## config.mk

```make
export PLATFORM = sky130hd
export DESIGN_NAME = dbg_capture_writer
export DESIGN_NICKNAME = d
export VERILOG_FILES = /design/src/rtl/dbg_capture_writer.sv
export SDC_FILE = /design/constraint.sdc
export NUM_CORES = 1
export LEC_CHECK = 0
export CORE_ASPECT_RATIO = 0.75
export CORE_UTILIZATION = 45
export CTS_CLUSTER_SIZE = 30
export DETAILED_ROUTE_END_ITERATION = 10
export GPL_ROUTABILITY_DRIVEN = 0
export PLACE_DENSITY_LB_ADDON = 0.08
export SLEW_MARGIN = 20
export SYNTH_ARGS = -nofsm -noshare
export SYNTH_HDL_FRONTEND = slang
export SYNTH_SLANG_ARGS = --single-unit
```

## constraint.sdc

```tcl
create_clock -name clk -period 6.3 [get_ports clk]
set_input_delay 1.26 -clock clk [delete_from_list [all_inputs] [get_ports clk]]
set_output_delay 1.26 -clock clk [all_outputs]
set_load 0.03 [all_outputs]
```

## src/rtl/dbg_capture_writer.sv

```systemverilog
// Debug capture write-side controller: arm / pre-trigger / trigger / post-trigger
// capture of a sample stream into a circular dual-port BRAM buffer.
module dbg_capture_writer #(
  parameter int unsigned WIDTH = 8,
  parameter int unsigned DEPTH = 16,
  localparam int unsigned AWIDTH = $clog2(DEPTH)
) (
  input  logic              clk,
  input  logic              reset_n,
  input  logic              arm,
  input  logic              abort,
  input  logic              trig,
  input  logic              din_valid,
  input  logic [WIDTH-1:0]  din,
  input  logic [AWIDTH-1:0] pre_len,
  output logic              ram_we,
  output logic [AWIDTH-1:0] ram_addr,
  output logic [WIDTH-1:0]  ram_dat,
  output logic              busy,
  output logic              done,
  output logic [AWIDTH-1:0] trig_addr,
  output logic [AWIDTH-1:0] start_addr
);

  typedef enum logic [2:0] {
    S_IDLE,
    S_FILL,
    S_WAIT,
    S_POST,
    S_DONE
  } state_e;

  localparam logic [AWIDTH-1:0] LAST_ADDR = AWIDTH'(DEPTH - 1);
  localparam logic [AWIDTH:0]   DEPTH_W   = (AWIDTH+1)'(DEPTH);

  state_e            state_q, state_d;
  logic [AWIDTH-1:0] ptr_q, ptr_d;
  logic [AWIDTH-1:0] pre_q, pre_d;
  logic [AWIDTH-1:0] rem_q, rem_d;
  logic [AWIDTH-1:0] trig_addr_q, trig_addr_d;
  logic [AWIDTH-1:0] start_q, start_d;
  logic [AWIDTH-1:0] addr_q, addr_d;
  logic [WIDTH-1:0]  dat_q, dat_d;
  logic              we_q, we_d;
  logic              busy_q, busy_d;
  logic              done_q, done_d;

  logic [AWIDTH-1:0] pre_clamp_c;
  logic [AWIDTH-1:0] ptr_inc_c;
  logic [AWIDTH-1:0] trig_src_c;
  logic [AWIDTH-1:0] start_calc_c;
  logic              write_c;
  logic              finish_c;

  // Clamped pre-trigger length, wrapping pointer increment and oldest-sample address.
  always_comb begin
    pre_clamp_c  = (pre_len > LAST_ADDR) ? LAST_ADDR : pre_len;
    ptr_inc_c    = (ptr_q == LAST_ADDR) ? '0 : ptr_q + AWIDTH'(1);
    // With no post-trigger samples the trigger sample is being written right now.
    trig_src_c   = (state_q == S_POST) ? trig_addr_q : ptr_q;
    start_calc_c = (trig_src_c >= pre_q) ? (trig_src_c - pre_q)
                 : AWIDTH'({1'b0, trig_src_c} + DEPTH_W - {1'b0, pre_q});
  end

  // Next-state and registered-output logic.
  always_comb begin
    state_d     = state_q;
    ptr_d       = ptr_q;
    pre_d       = pre_q;
    rem_d       = rem_q;
    trig_addr_d = trig_addr_q;
    start_d     = start_q;
    addr_d      = addr_q;
    dat_d       = dat_q;
    we_d        = 1'b0;
    busy_d      = busy_q;
    done_d      = done_q;
    write_c     = 1'b0;
    finish_c    = 1'b0;

    if (abort) begin
      state_d = S_IDLE;
      busy_d  = 1'b0;
      done_d  = 1'b0;
    end else begin
      unique case (state_q)
        S_IDLE, S_DONE: begin
          if (arm) begin
            ptr_d   = '0;
            pre_d   = pre_clamp_c;
            busy_d  = 1'b1;
            done_d  = 1'b0;
            state_d = (pre_clamp_c == '0) ? S_WAIT : S_FILL;
          end
        end
        S_FILL: begin
          if (din_valid) begin
            write_c = 1'b1;
            if (ptr_q == pre_q - AWIDTH'(1)) state_d = S_WAIT;
          end
        end
        S_WAIT: begin
          if (din_valid) begin
            write_c = 1'b1;
            if (trig) begin
              trig_addr_d = ptr_q;
              rem_d       = LAST_ADDR - pre_q;
              if (pre_q == LAST_ADDR) finish_c = 1'b1;
              else                    state_d  = S_POST;
            end
          end
        end
        S_POST: begin
          if (din_valid) begin
            write_c = 1'b1;
            rem_d   = rem_q - AWIDTH'(1);
            if (rem_q == AWIDTH'(1)) finish_c = 1'b1;
          end
        end
        default: state_d = S_IDLE;
      endcase

      if (write_c) begin
        we_d   = 1'b1;
        addr_d = ptr_q;
        dat_d  = din;
        ptr_d  = ptr_inc_c;
      end

      if (finish_c) begin
        state_d = S_DONE;
        busy_d  = 1'b0;
        done_d  = 1'b1;
        start_d = start_calc_c;
      end
    end
  end

  always_ff @(posedge clk) begin
    if (!reset_n) begin
      state_q     <= S_IDLE;
      ptr_q       <= '0;
      pre_q       <= '0;
      rem_q       <= '0;
      trig_addr_q <= '0;
      start_q     <= '0;
      addr_q      <= '0;
      dat_q       <= '0;
      we_q        <= 1'b0;
      busy_q      <= 1'b0;
      done_q      <= 1'b0;
    end else begin
      state_q     <= state_d;
      ptr_q       <= ptr_d;
      pre_q       <= pre_d;
      rem_q       <= rem_d;
      trig_addr_q <= trig_addr_d;
      start_q     <= start_d;
      addr_q      <= addr_d;
      dat_q       <= dat_d;
      we_q        <= we_d;
      busy_q      <= busy_d;
      done_q      <= done_d;
    end
  end

  assign ram_we     = we_q;
  assign ram_addr   = addr_q;
  assign ram_dat    = dat_q;
  assign busy       = busy_q;
  assign done       = done_q;
  assign trig_addr  = trig_addr_q;
  assign start_addr = start_q;

endmodule

```

Yosys cells after proc, flatten, opt, wreduce, memory -nomap -nowiden:

Cells that the tools add are included.

* add/subtract/negate cells: 7
* magnitude comparators: 2
* eq/ne operators: 22
* multiplexer cells: 34
* bitwise operators: 3
* reduce and logical (&&, ||, !) cells: 21

Operators by type and width (count)
* $mux W4: 10
* $mux W3: 7
* $ne A3 B3 Y1 const B: 6
* $ne A2 B2 Y1 const B: 7
* $reduce_and A7 Y1: 2
* $mux W1: 13
* $pmux W3 S4: 1
* $reduce_bool A2 Y1: 5
* $add A4 B1 Y4 const B: 2
* $eq A4 B4 Y1 const B: 2
* $pmux W4 S2: 1
* $reduce_and A2 Y1: 4
* $sub A4 B1 Y4 const B: 2
* $sub A4 B4 Y4: 2
* $eq A3 B2 Y1 const B: 2
* $reduce_and A3 Y1: 2
* $reduce_or A3 Y1: 2
* $reduce_and A5 Y1: 1
* $eq A4 B1 Y1 const B: 1
* $eq A4 B4 Y1: 1
* $ge A4 B4 Y1: 1
* $gt A4 B4 Y1 const B: 1
* $logic_not A4 Y1: 1
* $reduce_and A4 Y1: 1
* 9 further kinds: 12

* register bits after elaboration: 38
* input bits: 18
* output and inout bits: 23
* word-level logic and storage cells: 101

Logic depth before layout (Yosys ltp):

* depth in word-level cells: 8
* gate-level depth with buffers: 10
* mapped depth without buffers: 8

Least setup slack after synthesis:

OpenSTA, ideal clock, no wires.

* path type: input -> register
* from: input port din_valid
* to: register start_q[1], in the netlist start_addr[1]
* library setup time: 128 ps
* arrival time: 2188 ps
* data required time: 6172 ps
* slack: 3984 ps
* cell stages on the path: 6
* buffers on the path: 2
* path through: nor4bb_1 -> clkbuf_2 -> and2_1 -> buf_2 -> mux2i_1 -> nor2_1

* longest elaborated chain between the ends: 4
* elaborated cells on any way between the ends: 5
* those cells by class: 4 x mux; 1 x reduce/logical

Ends and longest elaborated chain
* from (decl): RTL line 13 `input logic din_valid,`
* $mux W1, on equally long branches: RTL line 114, 103
* $pmux W1 S2 (*): RTL line 86 `unique case (state_q)`
* $mux W1 (*): RTL line 81 `if (abort) begin`
* $reduce_and A2 Y1 (no source line) (*)
* to (signal assigned): RTL line 158 `start_q <= start_d;`
* to (decl): RTL line 41 `logic [AWIDTH-1:0] start_q, start_d;`

Mark *: on every way between the ends. The rest lies on a longest branch, timed or not. The select of a mux whose other input is x is not followed.
A chain may end at the register's enable or synchronous reset.

Final worst setup path:

* from: input port abort
* to: register ptr_q[3]

* longest elaborated chain between the ends: 2

Ends and longest elaborated chain
* from (decl): RTL line 11 `input logic abort,`
* $not A1 Y1 (no source line)
* $reduce_and A3 Y1 (no source line)
* to (signal assigned): RTL line 154 `ptr_q <= ptr_d;`
* to (decl): RTL line 37 `logic [AWIDTH-1:0] ptr_q, ptr_d;`

Every way passes these cells.

==> results.toml <==
[grt]
grt_max_degree = 34
grt_use_total_pct = 20.2
grt_pass1_wl_mm = 7.11
grt_pass1_vias = 1514
antenna_found_initial = 0
overflow = 0

[clocking]
cts_resized = 0
cts_setup_buffers = 0
hold_buffers = 0
cts_tree = "yes"
ctsHtreeMaxLevel = 2
ctsRootBufferMaster = "clkbuf_8"
cts_buffer_depth = 2
path_clk_slew_ns = 0.07
cts.sinks = 38
clock_latency_ns = 0.29
cts_buffers = 5

[setup_path]
cp-end-kind = "register"
crit_fanout = 16
crit_type = "primary input to register"
startpoint = "abort"
endpoint = "ptr_q[3]$_SDFFE_PN0P_"
worstPathRequired_ns = 6.44
r2r_end = "start_addr[2]$_SDFFE_PN0P_"
r2r_cells = 7
regToRegSetupSlack_ns = 3.90
reg2reg_from = "state_q[0]$_SDFFE_PP0P_"
arrival_ns = 3.19
crit_path_start_kind = "primary input"

[detailed_routing]
antenna_left = 0
met1_length_mm = 2.22
vias_per_cell = 5.30
drt_iter0_markers = 105
avgRoutedWirePerCell_um = 13.2
drc_errors = 0
wl_met3_um = 175
routed-via-count = 1721
dr.pass1.iters = 4
wl_met2_mm = 1.83
wirelength_mm = 4.27
top_layer = "met4"

[die]
initial_core_util_pct = 47.1
fp.coreArea_um2 = 4080
die_w_um = 77.5
ios = 41
rows = 20
dieArea_um2 = 4540
die_y_um = 58.6

[timing]
drv_slew = 0
fmax_ghz = 0.328
hold_violations = 0
finClkSkew_ns = 0.00645
min_period_ns = 3.05
worst_pin_slew_ns = 1.04
period_share_pct = 48.3
fin_setup_tns_ns = 0
setup_violations = 0
rsz0062_at_grt = "false"
max-slew-margin-rel_pct = 30.4

[yosys]
synth-edff-count = 0
ys_ff_latch = 38
synth_cell_types = 50
ys_warn_count = 0
yosysTopAreaCell = "dfxtp_1"
syn_avg_cell_area_um2 = 8.08
syn_inst = 238
syn_area_um2 = 1920
synth_top_area_share_pct = 39.6
ys_async_sr_fraction_pct = 0
yosysSeqAreaShare_pct = 39.6
syn_nets = 265
ys.flop_type = "dfxtp_1"
synth_area_leaders = "dfxtp_1, a21oi_1, nand2_1, ha_1, nor2_1"

[run]
maxCapViolCount = 0

[pwr]
pwr-share-comb_pct = 12.4
seqPwrFrac_pct = 53.5
p_sw_share_pct = 25.9
p_leak_nw = 0.843
powerDensity_nw_per_um2 = 194
ir_drop_v = 0.000122
p_sw_uw = 121
p_int_uw = 347
p_clk_share_pct = 34.1

[finish]
layout.cells.non_filler = 325
drive_gt1_share_pct = 5.93
fin_nets = 297
antenna_cells = 0
syn_to_final_growth_pct = 25.1

[place]
dp_hpwl_mm = 2.97
io_buffers = 40
dp.cells = 318

[worst_hold_path]
hp-class = "register to register"

[status]
status = "finished clean"
## critical path, cell delays in order
cell             delay, ns
clkdlybuf4s50_1       0.49
nand2b_1              0.20
nor3_2                0.81
nor2_2                0.14
a22oi_1               0.23
nor2_1                0.05
## power by group through the flow
stage	Clock, mW	Sequential (mW)	Combinational, mW
after floorplan	0	0.256	0.0363
after global placement	0	0.256	0.0576
after detailed placement	0	0.256	0.0575
after CTS	0.163	0.250	0.0580
after global routing	0.173	0.251	0.0635
final	0.160	0.250	0.0578
## how the worst min path moves through the flow
| stage | endpoint | cells after the start | start |
|---|---|---|---|
| 2_1_floorplan | rem_q[1]$_SDFFE_PN0P_ | 2 | rem_q[1]$_SDFFE_PN0P_ |
| 3_3_place_gp | ram_dat[3]$_SDFFE_PN0P_ | 2 | ram_dat[3]$_SDFFE_PN0P_ |
| 3_5_place_dp | ram_dat[6]$_SDFFE_PN0P_ | 2 | ram_dat[6]$_SDFFE_PN0P_ |
| 4_1_cts | ram_dat[6]$_SDFFE_PN0P_ | 2 | ram_dat[6]$_SDFFE_PN0P_ |
| 5_1_grt | ram_dat[0]$_SDFFE_PN0P_ | 2 | ram_dat[0]$_SDFFE_PN0P_ |
| 6_report | ram_dat[1]$_SDFFE_PN0P_ | 2 | ram_dat[1]$_SDFFE_PN0P_ |
## cell families after synthesis
group | count (synthesis) | synth area share [%]
simple gates | 94 | 24.3
compound gates | 58 | 17.7
flops | 38 | 39.6
buf+inv | 25 | 5.53
xor+xnor | 10 | 4.55
fa+ha+maj | 9 | 6.25
mux | 4 | 2.08
## flip-flops by register name, indices dropped and copies added, names as in the netlist
signal / count
busy: 1
state_q: 3
done: 1
trig_addr: 4
rem_q: 4
start_addr: 4
ram_we: 1
ram_addr: 4
ptr_q: 4
ram_dat: 8
pre_q: 4
## Yosys cell counts (2+ instances only)
cell      instances
inv_1             9
o21ai_1           2
nor2_1           20
a22oi_1           4
mux2i_1           4
nor3_1            3
nand3b_1          2
and3_1            2
a211oi_1          2
clkbuf_1          8
dfxtp_1          38
nand3_1           8
buf_2             6
nand2_1          39
nor4bb_1          2
o21ai_0           7
ha_1              8
xor2_1            3
a21oi_1          32
nand2b_1          2
o22ai_1           2
xnor2_1           7
## cells in the final DEF (no fill, tap or decap), types with 3 or more instances in the layout
master | netlist | final
a21oi_1 | 32 | 32
a22oi_1 | 4 | 4
clkbuf_8 | 0 | 5
clkdlybuf4s50_1 | 0 | 40
dfxtp_1 | 38 | 38
ha_1 | 8 | 8
inv_1 | 9 | 9
mux2i_1 | 4 | 4
nand2_1 | 39 | 39
nand3_1 | 8 | 8
nor2_1 | 20 | 20
nor3_1 | 3 | 3
o21ai_0 | 7 | 7
xnor2_1 | 7 | 7
xor2_1 | 3 | 3
## metrics by stage
| stage | cell area [um2] | utilization, % | total power, mW | hold WS, ns | worst slack [ns] |
|---|---|---|---|---|---|
| floorplan | 1920 | - | 0.292 | 0.445 | 3.98 |
| global placement | 2330 | 57.1 | 0.313 | 0.443 | 3.02 |
| detailed placement | 2330 | 57.1 | 0.313 | 0.448 | 2.93 |
| CTS | 2410 | 59.0 | 0.471 | 0.458 | 3.22 |
| global route | 2410 | 59.0 | 0.488 | 0.474 | 3.02 |
| finish | 2410 | 59.0 | 0.468 | 0.455 | 3.25 |
## final cells by class
class,instances,area (um2)
clock inverter,2,10.0
inverter,9,33.8
sequential,38,761
tap,55,68.8
fill,381,1670
timing repair buffer,41,408
multi-input combinational,175,1060
clock buffer,5,68.8
## layer usage
layer	vias up	track usage [%]
met5	-	0
met4	0	7.28
met3	5	4.81
met2	41	30.5
met1	796	28.2
li1	879	-
Power figures use the tool's default switching activity.
